### src/rtl/execute.sv
// RISC-V execute stage: operand forwarding, ALU, branch resolution and the EX/MEM register.
// Define EXECUTE_MUL_EN to add the 4-cycle byte-serial multiplier (ALUControlE=110).
module execute (
  input  logic        clk,
  input  logic        reset,
  input  logic [31:0] RD1E,
  input  logic [31:0] RD2E,
  input  logic [31:0] PCE,
  input  logic [31:0] PCPlus4E,
  input  logic [31:0] ImmExtE,
  input  logic [4:0]  Rs1E,
  input  logic [4:0]  Rs2E,
  input  logic [4:0]  RdE,
  input  logic        RegWriteE,
  input  logic        MemWriteE,
  input  logic        JumpE,
  input  logic        BranchE,
  input  logic        ALUSrcE,
  input  logic [1:0]  ResultSrcE,
  input  logic [2:0]  ALUControlE,
  input  logic [1:0]  ForwardAE,
  input  logic [1:0]  ForwardBE,
  input  logic [31:0] ResultW,
  output logic        PCSrcE,
  output logic [31:0] PCTargetE,
  output logic        StallE,
  output logic [31:0] ALUResultM,
  output logic [31:0] WriteDataM,
  output logic [31:0] PCPlus4M,
  output logic [4:0]  RdM,
  output logic        RegWriteM,
  output logic        MemWriteM,
  output logic [1:0]  ResultSrcM
);
  logic [31:0] src_a, write_data_e, src_b, alu_result;
  logic        zero_e;

  // Source indices only matter to the hazard unit.
  logic unused_idx;
  assign unused_idx = ^{Rs1E, Rs2E};

  always_comb begin
    case (ForwardAE)
      2'b01:   src_a = ResultW;
      2'b10:   src_a = ALUResultM;
      default: src_a = RD1E;
    endcase
    case (ForwardBE)
      2'b01:   write_data_e = ResultW;
      2'b10:   write_data_e = ALUResultM;
      default: write_data_e = RD2E;
    endcase
    src_b = ALUSrcE ? ImmExtE : write_data_e;
  end

  always_comb begin
    case (ALUControlE)
      3'b000:  alu_result = src_a + src_b;
      3'b001:  alu_result = src_a - src_b;
      3'b010:  alu_result = src_a & src_b;
      3'b011:  alu_result = src_a | src_b;
      3'b101:  alu_result = {31'b0, $signed(src_a) < $signed(src_b)};
      default: alu_result = 32'b0;
    endcase
  end

  assign zero_e    = (alu_result == 32'b0);
  assign PCSrcE    = JumpE | (BranchE & zero_e);
  assign PCTargetE = PCE + ImmExtE;

  logic [31:0] alu_m_d, alu_m_q, wd_m_d, wd_m_q, pc4_m_d, pc4_m_q;
  logic [4:0]  rd_m_d, rd_m_q;
  logic        rw_m_d, rw_m_q, mw_m_d, mw_m_q;
  logic [1:0]  rs_m_d, rs_m_q;
  logic        stall, mul_done;
  logic [31:0] mul_result;

`ifdef EXECUTE_MUL_EN
  typedef enum logic {IDLE, RUN} state_t;
  state_t      state_d, state_q;
  logic [1:0]  cnt_d, cnt_q;
  logic [31:0] acc_d, acc_q, ma_d, ma_q, mb_d, mb_q, wd_c_d, wd_c_q, pc4_c_d, pc4_c_q;
  logic [4:0]  rd_c_d, rd_c_q;
  logic        rw_c_d, rw_c_q, mw_c_d, mw_c_q;
  logic [1:0]  rs_c_d, rs_c_q;
  logic [31:0] b_shift, partial;

  // One 32x8 partial product per RUN cycle, aligned to the byte being consumed.
  assign b_shift    = mb_q >> {cnt_q, 3'b000};
  assign partial    = (ma_q * {24'b0, b_shift[7:0]}) << {cnt_q, 3'b000};
  assign mul_result = acc_q + partial;

  always_comb begin
    state_d = state_q;  cnt_d = cnt_q;  acc_d = acc_q;
    ma_d = ma_q;  mb_d = mb_q;  wd_c_d = wd_c_q;  pc4_c_d = pc4_c_q;
    rd_c_d = rd_c_q;  rw_c_d = rw_c_q;  mw_c_d = mw_c_q;  rs_c_d = rs_c_q;
    stall = 1'b0;  mul_done = 1'b0;
    case (state_q)
      IDLE: if (ALUControlE == 3'b110) begin
        stall = 1'b1;
        ma_d = src_a;  mb_d = src_b;  wd_c_d = write_data_e;  pc4_c_d = PCPlus4E;
        rd_c_d = RdE;  rw_c_d = RegWriteE;  mw_c_d = MemWriteE;  rs_c_d = ResultSrcE;
        acc_d = 32'b0;  cnt_d = 2'd0;  state_d = RUN;
      end
      RUN: begin
        acc_d = mul_result;
        cnt_d = cnt_q + 2'd1;
        if (cnt_q == 2'd3) begin
          mul_done = 1'b1;
          state_d  = IDLE;
        end else begin
          stall = 1'b1;
        end
      end
      default: state_d = IDLE;
    endcase
  end

  always_ff @(posedge clk) begin
    if (!reset) begin
      state_q <= IDLE;  cnt_q <= 2'd0;  acc_q <= 32'b0;
      ma_q <= 32'b0;  mb_q <= 32'b0;  wd_c_q <= 32'b0;  pc4_c_q <= 32'b0;
      rd_c_q <= 5'b0;  rw_c_q <= 1'b0;  mw_c_q <= 1'b0;  rs_c_q <= 2'b0;
    end else begin
      state_q <= state_d;  cnt_q <= cnt_d;  acc_q <= acc_d;
      ma_q <= ma_d;  mb_q <= mb_d;  wd_c_q <= wd_c_d;  pc4_c_q <= pc4_c_d;
      rd_c_q <= rd_c_d;  rw_c_q <= rw_c_d;  mw_c_q <= mw_c_d;  rs_c_q <= rs_c_d;
    end
  end
`else
  assign stall      = 1'b0;
  assign mul_done   = 1'b0;
  assign mul_result = 32'b0;
`endif

  assign StallE = stall;

  always_comb begin
    alu_m_d = alu_result;  wd_m_d = write_data_e;  pc4_m_d = PCPlus4E;
    rd_m_d = RdE;  rw_m_d = RegWriteE;  mw_m_d = MemWriteE;  rs_m_d = ResultSrcE;
    if (stall) begin
      alu_m_d = 32'b0;  wd_m_d = 32'b0;  pc4_m_d = 32'b0;
      rd_m_d = 5'b0;  rw_m_d = 1'b0;  mw_m_d = 1'b0;  rs_m_d = 2'b0;
    end else if (mul_done) begin
`ifdef EXECUTE_MUL_EN
      alu_m_d = mul_result;  wd_m_d = wd_c_q;  pc4_m_d = pc4_c_q;
      rd_m_d = rd_c_q;  rw_m_d = rw_c_q;  mw_m_d = mw_c_q;  rs_m_d = rs_c_q;
`endif
    end
  end

  always_ff @(posedge clk) begin
    if (!reset) begin
      alu_m_q <= 32'b0;  wd_m_q <= 32'b0;  pc4_m_q <= 32'b0;
      rd_m_q <= 5'b0;  rw_m_q <= 1'b0;  mw_m_q <= 1'b0;  rs_m_q <= 2'b0;
    end else begin
      alu_m_q <= alu_m_d;  wd_m_q <= wd_m_d;  pc4_m_q <= pc4_m_d;
      rd_m_q <= rd_m_d;  rw_m_q <= rw_m_d;  mw_m_q <= mw_m_d;  rs_m_q <= rs_m_d;
    end
  end

  assign ALUResultM = alu_m_q;
  assign WriteDataM = wd_m_q;
  assign PCPlus4M   = pc4_m_q;
  assign RdM        = rd_m_q;
  assign RegWriteM  = rw_m_q;
  assign MemWriteM  = mw_m_q;
  assign ResultSrcM = rs_m_q;
endmodule

### config.mk
export PLATFORM = sky130hd
export DESIGN_NAME = execute
export DESIGN_NICKNAME = d
export VERILOG_FILES = /design/src/rtl/execute.sv
export SDC_FILE = /design/constraint.sdc
export NUM_CORES = 1
export LEC_CHECK = 0
export ABC_AREA = 1
export CELL_PAD_IN_SITES_DETAIL_PLACEMENT = 0
export CELL_PAD_IN_SITES_GLOBAL_PLACEMENT = 1
export CORE_UTILIZATION = 35
export DETAILED_ROUTE_END_ITERATION = 8
export PLACE_DENSITY = 0.86
export SETUP_SLACK_MARGIN = 0.15
export SYNTH_ARGS = -nofsm -noshare
export SYNTH_HDL_FRONTEND = slang
export SYNTH_SLANG_ARGS = --single-unit
### constraint.sdc
create_clock -name clk -period 11.5 [get_ports clk]
set_input_delay 1.15 -clock clk [delete_from_list [all_inputs] [get_ports clk]]
set_output_delay 1.15 -clock clk [all_outputs]
set_load 0.03 [all_outputs]
## After elaboration in Yosys (flattened, before gate mapping)

Cells that the tools add are included.

- Input bits: 223
- Register bits: 105

- $lt $le $gt $ge: 1
- Bitwise gates (word level): 4
- $add $sub $neg: 3
- Equal/unequal tests: 8
- Reduce and logical (&&, ||, !) cells: 2
- Mux-type cells: 4

Operator list:

| kind | count |
|---|---|
| 32-bit case mux with 5 select lines | 1 |
| 32-bit case mux with 2 select lines | 2 |
| 32-bit adder | 2 |
| 32-bit bitwise AND | 1 |
| 32-bit logical NOT | 1 |
| 32-bit less-than comparator | 1 |
| 32-bit 2-to-1 mux | 1 |
| 32-bit OR | 1 |
| 32-bit subtractor | 1 |
| 3-bit by 2-bit equality test with 1-bit output (second input constant) | 2 |
| 2-bit by 1-bit equality test with 1-bit output (second input constant) | 2 |
| 2-bit equality test (second input constant) | 2 |
| 3-bit by 1-bit equality test with 1-bit output (second input constant) | 1 |
| 3-bit equality test (second input constant) | 1 |
| 3-bit logical NOT | 1 |
| 1-bit bitwise AND | 1 |
| 1-bit OR | 1 |

## Longest topological paths before layout

Gate-level depths: netlist (run 1).

- Depth in word-level cells: 8
- Depth in mapped cells: 28

## Worst setup path after synthesis (run 1)

OpenSTA, ideal clock, no wires.

- Path type: input to output
- Start point: input ForwardBE[0]
- End point: output PCSrcE
- Required time: 10350 ps
- Buffers on the path: 2
- Cell stages on the path: 27
- Setup slack: 5856 ps
- Arrival time: 4494 ps
- Cells stage by stage: inv_1 > ha_1 > clkbuf_1 > clkbuf_1 > a221o_1 > o21ai_0 > o21ai_0 > ha_1 > inv_1 > fa_1 > inv_1 > nand3_1 > nand2_1 > nand2_1 > nand2_1 > nand2_1 > nand2_1 > nand2_1 > nand2_1 > nand2_1 > nand3_1 > nand3_1 > nor2_1 > nand2_1 > nor2_1 > nand3_1 > nand2_1

- Word-level cells in the longest chain between the ends: 8
- Elaborated cells between the ends (all ways): 13
- Classes of those cells: add/sub: 2; order compare: 1; eq/ne: 2; mux: 3; bitwise: 4; reduce/logical: 1

Ends and longest elaborated chain:

| element | RTL line | text |
|---|---|---|
| start, declared | 22 | `input logic [1:0] ForwardBE,` |
| 2-bit equality test / 2-bit by 1-bit equality test with 1-bit output (equally long branches) | 48 | `case (ForwardBE)` |
| 32-bit case mux with 2 select lines (*) | 48 |  |
| 32-bit 2-to-1 mux (*) | 53 | `src_b = ALUSrcE ? ImmExtE : write_data_e;` |
| 32-bit subtractor (tied with other cells) | 59 | `3'b001: alu_result = src_a - src_b;` |
| 32-bit case mux with 5 select lines (*) | 57 | `case (ALUControlE)` |
| 32-bit logical NOT (*) | 67 | `assign zero_e = (alu_result == 32'b0);` |
| 1-bit bitwise AND (*) | 68 | `assign PCSrcE = JumpE \| (BranchE & zero_e);` |
| 1-bit OR (*) | 68 |  |
| end, declared | 24 | `output logic PCSrcE,` |

Every way passes the cells marked *; elsewhere a longest branch is shown, timed or not.

## Worst setup path in the final report (run 1)

- Start point: input ForwardAE[0]
- End point: output PCSrcE

- Word-level cells in the longest chain between the ends: 7
- Elaborated cells between the ends (all ways): 12
- Classes of those cells: add/sub: 2; order compare: 1; eq/ne: 2; mux: 2; bitwise: 4; reduce/logical: 1

Ends and longest elaborated chain:

| element | RTL line | text |
|---|---|---|
| start, declared | 21 | `input logic [1:0] ForwardAE,` |
| 2-bit equality test / 2-bit by 1-bit equality test with 1-bit output (equally long branches) | 43 | `case (ForwardAE)` |
| 32-bit case mux with 2 select lines (*) | 43 |  |
| 32-bit subtractor (tied with other cells) | 59 |  |
| 32-bit case mux with 5 select lines (*) | 57 |  |
| 32-bit logical NOT (*) | 67 |  |
| 1-bit bitwise AND (*) | 68 |  |
| 1-bit OR (*) | 68 |  |

Marked as above.

==> flow_summary.toml, run 1 <==
[clock_tree]
cts_inserted_buffers = 9
path_clk_slew_ps = 80
hold_buffers = 0
post_cts_resized = 0
clockRootBuffer = "clkbuf_16"
cts_setup_buffers = 0
ctsLongestPathBuffers = 2
cts_sinks = 105
cts_max_level = 3
clock_latency_ps = 380
cts_tree = "done"

[synthesis]
synthTopCellsByArea = "nand2_1 (18%), dfxtp_1 (17%), ha_1 (13%)"
ys_types = 44
synthArstFlopShare = 0
ys_seq_area_frac = 0.168
yosys_most_used_dff = "dfxtp_1"
synth_cells = 2159
synth_area_um2 = 12500
yosysTopAreaCellShare = 0.182
synth-edff-count = 0
synth.most_common_cell = "nand2_1"
syn_area_per_cell_um2 = 5.78
synth_common_cells = "nand2_1 (606), inv_1 (422), nor2_1 (200), nand3_1 (137), o21ai_0 (136)"
syn-num-nets = 2516
ys_ff_latch = 105
yosys_warnings = 0
synth_top_cell_by_area = "nand2_1"

[grt]
grt_usage = 0.297
grt_start_max_net_pins = 69
grt_antenna_before_repair = 2
grt.overflow.total = 0
grt_pass1_wl_um = 82000
grt_pass1_vias = 14100

[detailed_routing]
met2_wirelength_um = 27000
routedWlPerCell_um = 18.9
drc = 0
routed_wl_um = 55100
avgViaCountPerCell = 5.06
dr.pass1.iters = 6
dr_wl_met3_um = 3780
routed.top_layer = "met4"
vias = 14800
ant_nets = 0
met1_length_um = 22500
drt_iter0_drc = 1049

[floorplanning]
start_util = 0.359
die_width_um = 191
die_y_um = 191
num_rows = 68
ios = 362
core-area_um2 = 34800
dieArea_um2 = 36400

[setup_path]
cp_max_fo = 33
cp.arrival_ps = 7060
cp.required_ps = 10350
start_kind = "input port"
critPathKind = "in2out"
endpoint_kind = "primary output"

[hold_path]
hold_class = "reg2reg"

[timing]
fmax_ghz = 0.122
clock_skew_ps = 8.93
postLayoutSetupSlackWorst_ps = 3290
final.period_utilization = 0.714
setup_viol = 0
slew_headroom = 0.247
rsz0062_at_grt = "false"
worstMarginPinSlew_ps = 1130
tns_ps = 0
slew_violations = 0
hold_viol = 0
period_minus_slack_ps = 8210

[pwr]
power.density_nw_per_um2 = 117
ir_drop_mv = 0.0740
p_leak_uw = 0.00865

[place]
place_hpwl_um = 46400
place.gp.congestion = 0.984
placement.setup.worst_slack_ps = 3350
portBuffers = 350
dpl.cell_count = 2896

[layout]
fill_cells = 3733
multi_input_area_um2 = 8410
seq_area_um2 = 2100
final_cells = 2915
drive_gt1_frac = 0.0289
area_growth_pct = 33.1
final_util = 0.477
fin_nets = 2809

[job]
cap_violations = 0

[outcome]
outcome = "finished clean"
## cell type report
class | count | area share
clock buffers | 9 | 0.0136
inverters | 435 | 0.0983
flip-flops and latches | 105 | 0.127
repair buffers | 359 | 0.214
clock inverters | 7 | 0.00565
well taps | 455 | 0.0343
diodes | 3 | 0.000452
multi-input cells | 1542 | 0.507
## worst max-delay path, stage by stage
cell             delay, ps
clkdlybuf4s50_1        490
inv_1                   50
ha_1                   280
buf_4                  250
inv_1                  750
o21ai_0                360
ha_1                   320
fa_1                   460
inv_1                  180
nand2_1                 80
nand3_1                190
nand2_1                130
nand2_2                130
nand2_2                 70
nand2_2                110
nand3_2                 80
nand3_1                 70
nand2_1                220
a21boi_1               410
nand2_1                100
nor2_1                 170
nand3_1                200
nand2_1                110
clkdlybuf4s50_1        660
## layer usage
layer / track usage / vias to the layer above
li1: - / 7419
met2: 0.543 / 569
met3: 0.0517 / 71
met1: 0.343 / 6691
met4: 0.103 / 0
met5: 0 / -
## sequential cells by signal, indices dropped and copies added (netlist names)
signal / cells
ResultSrcM: 2
ALUResultM: 32
MemWriteM: 1
PCPlus4M: 32
WriteDataM: 32
RdM: 5
RegWriteM: 1
## placed cells by master (no fill, tap or decap), drive strengths merged
master | synthesis | routed
and3 | 1 | 1
o21bai | 12 | 12
xor2 | 21 | 21
nand3b | 5 | 5
o221a | 2 | 2
a21oi | 87 | 87
clkinv | 3 | 7
conb | 1 | 1
clkbuf | 47 | 9
a221o | 63 | 63
clkdlybuf4s50 | 0 | 348
o221ai | 1 | 1
a31oi | 7 | 7
o22ai | 23 | 23
a21o | 2 | 2
o21ai | 146 | 146
a21boi | 3 | 3
xnor2 | 9 | 9
nand3 | 142 | 142
nor3 | 20 | 20
inv | 432 | 435
and2 | 7 | 7
o21a | 3 | 3
o2111ai | 1 | 1
nor4 | 1 | 1
buf | 30 | 11
ha | 131 | 131
nor2 | 207 | 207
nand4 | 22 | 22
a221oi | 1 | 1
a22o | 1 | 1
or2 | 4 | 4
fa | 3 | 3
dfxtp | 105 | 105
diode | 0 | 3
nand2 | 616 | 616
## through the flow
step           hold slack [ps]  total power [uW]  instance area (um^2)
3_3_place_gp               679              1600                 16300
2_1_floorplan              878              1170                 12500
6_report                   711              1950                 16600
5_1_grt                    743              2080                 16600
3_5_place_dp               689              1610                 16300
4_1_cts                    707              1950                 16600
## where the power goes
| part | switching, uW | internal [uW] |
|---|---|---|
| Combinational | 784 | 420 |
| Clock | 176 | 159 |
| Sequential | 18.0 | 393 |
## kinds of logic after synthesis
kind of cell / after synthesis / synth area share
fa+ha+maj: 134 / 0.136
other cells: 1 / 0.000301
simple gates: 1025 / 0.339
flops: 105 / 0.168
xor+xnor: 30 / 0.0211
buf+inv: 512 / 0.158
compound gates: 352 / 0.177
## final timing paths
| path | from | to | slack, ps | cells after the start |
|---|---|---|---|---|
| worst max register to register | ALUResultM[5]$_SDFF_PN0_ | ALUResultM[0]$_SDFF_PN0_ | 7760 | 16 |
| worst min-delay path | ALUResultM[17]$_SDFF_PN0_ | WriteDataM[17]$_SDFF_PN0_ | 710 | 3 |
| worst max-delay path | ForwardAE[0] | PCSrcE | 3290 | 24 |
| worst min register to register | ALUResultM[17]$_SDFF_PN0_ | WriteDataM[17]$_SDFF_PN0_ | 710 | 3 |
Power figures use the tool's default switching activity.
==> run 2: changes to the inputs <==
--- a/config.mk
+++ b/config.mk
@@ -8,9 +8,9 @@
 export ABC_AREA = 1
 export CELL_PAD_IN_SITES_DETAIL_PLACEMENT = 0
 export CELL_PAD_IN_SITES_GLOBAL_PLACEMENT = 1
-export CORE_UTILIZATION = 35
+export CORE_UTILIZATION = 30
 export DETAILED_ROUTE_END_ITERATION = 8
-export PLACE_DENSITY = 0.86
+export PLACE_DENSITY = 0.79
 export SETUP_SLACK_MARGIN = 0.15
 export SYNTH_ARGS = -nofsm -noshare
 export SYNTH_HDL_FRONTEND = slang
==> constraint.sdc (replaced) <==
create_clock -name clk -period 7 [get_ports clk]
set_input_delay 0.7 -clock clk [delete_from_list [all_inputs] [get_ports clk]]
set_output_delay 0.7 -clock clk [all_outputs]
set_load 0.03 [all_outputs]
==> run 2 against run 1 <==
Against the previous run: highest routed layer unchanged; register-to-register slack lost 4500 ps; power grew 65%; critical path depth grew 1; global-route usage shrank 3.8 points; critical endpoint unchanged; wire length grew 2.4%; design area grew 0.96%; clock power grew 65%; setup slack lost 2600 ps.
==> flow_summary.toml, run 2 (synthesis results as in run 1) <==
[pwr]
power.density_nw_per_um2 = 192
p_leak_uw = 0.00870
ir_drop_mv = 0.132

[setup_path]
start_kind = "input port"
cp.arrival_ps = 5590
worstRegToRegCells = 18
slowest_delay_ps = 490
endpoint_kind = "primary output"
crit_top_cell = "nand2_1"
cp_max_fo = 20
cp_slowest_cell = "clkdlybuf4s50_1"
cp.required_ps = 6300
critPathKind = "in2out"

[place]
place_hpwl_um = 47900
portBuffers = 350
place.gp.congestion = 0.979

[detailed_routing]
vias = 14900
avgViaCountPerCell = 4.95
routed_wl_um = 56400
routedWlPerCell_um = 18.8
ant_nets = 0
dr.pass1.iters = 7
drc = 0
drt_iter0_drc = 1182

[timing]
slew_violations = 0
setup_viol = 0
rsz0062_at_grt = "false"
worstMarginPinSlew_ps = 804
tns_ps = 0
hold_viol = 0
clock_skew_ps = 18.3
final.period_utilization = 0.898
fmax_ghz = 0.159
slew_headroom = 0.463
period_minus_slack_ps = 6290

[grt]
grt.overflow.total = 0
grt_usage = 0.259
grt_pass1_wl_um = 83000
grt_start_max_net_pins = 70
grt_pass1_vias = 13900
grt_antenna_before_repair = 0

[layout]
multi_input_area_um2 = 8410
area_growth_pct = 34.4
layout_common_cells = "nand2_1 (606), inv_1 (421), clkdlybuf4s50_1 (347), nor2_1 (199), nand3_1 (137)"
drive_gt1_frac = 0.0336
final_common_cell = "nand2_1"
seq_area_um2 = 2100
diodes = 0
fin_nets = 2819
final_util = 0.410
fill_cells = 4509

[floorplanning]
die_y_um = 206
start_util = 0.305
num_rows = 74
die_width_um = 206
ios = 362
core-area_um2 = 40900
dieArea_um2 = 42400

[clock_tree]
clockRootBuffer = "clkbuf_16"
ctsLongestPathBuffers = 2
path_clk_slew_ps = 70
cts_inserted_buffers = 9
hold_buffers = 0
cts_tree = "done"
clock_latency_ps = 370
cts_max_level = 3
cts_sinks = 105

[outcome]
outcome = "finished clean"

[hold_path]
hold_class = "reg2reg"
worstHoldPathCells = 3

[job]
cap_violations = 0
[run 2: changes by cell type in the layout (fill, tap and decap cells not counted), sizes merged]
cell,change
inv,-1
diode,-3
clkinvlp,+1
buf,+11
clkdlybuf4s50,-1
[run 2: metal layers]
layer	up-vias	wire length [um]	global-route usage
met4	0	1380	0.0657
met1	6814	23600	0.314
met5	-	0	0
met3	57	3730	0.0389
li1	7420	-	-
met2	565	27700	0.473
[run 2: where the power goes]
part	internal, uW	total (uW)	switching (uW)
Combinational	698	1990	1300
Clock	261	552	291
Sequential	645	674	28.6
Total	1600	3220	1620
[run 2: per-stage QoR]
stage | std cells | total power [uW] | cell area (um^2) | hold slack (ps) | worst slack [ps]
4_1_cts | 2999 | 3220 | 16800 | 703 | 496
5_1_grt | 2999 | 3440 | 16800 | 767 | 329
3_3_place_gp | 2983 | 2650 | 16400 | 674 | 621
2_1_floorplan | 2159 | 1930 | 12500 | 793 | 2260
3_5_place_dp | 2983 | 2660 | 16400 | 677 | 499
6_report | 2999 | 3220 | 16800 | 704 | 713
[run 2: final cells by class]
cell class,instances,area share
inverter,435,0.0976
clock inverter,7,0.00560
tap,532,0.0397
multi-input combinational,1542,0.501
sequential,105,0.125
clock buffer,9,0.0134
timing repair buffer,369,0.217
[run 2: what timing repair did]
item	in CTS	in global routing
gates resized for setup	0	1
setup buffers	0	0
endpoints found under the setup margin	0	1
[run 2: critical path: cells and delay by family]
family	cells	cell delay [ps]
AOI/OAI and AO/OA	3	1120
buffers and inverters	6	1390
adders and majority gates	2	790
and+or+nand+nor	14	1570
[run 2: worst paths after layout]
path              slack, ps                         to                      start
setup / recovery        710                     PCSrcE               ForwardBE[0]
hold / removal          700  WriteDataM[16]$_SDFF_PN0_  ALUResultM[16]$_SDFF_PN0_
setup reg to reg       3290   ALUResultM[0]$_SDFF_PN0_   ALUResultM[1]$_SDFF_PN0_
hold reg to reg         700  WriteDataM[16]$_SDFF_PN0_  ALUResultM[16]$_SDFF_PN0_
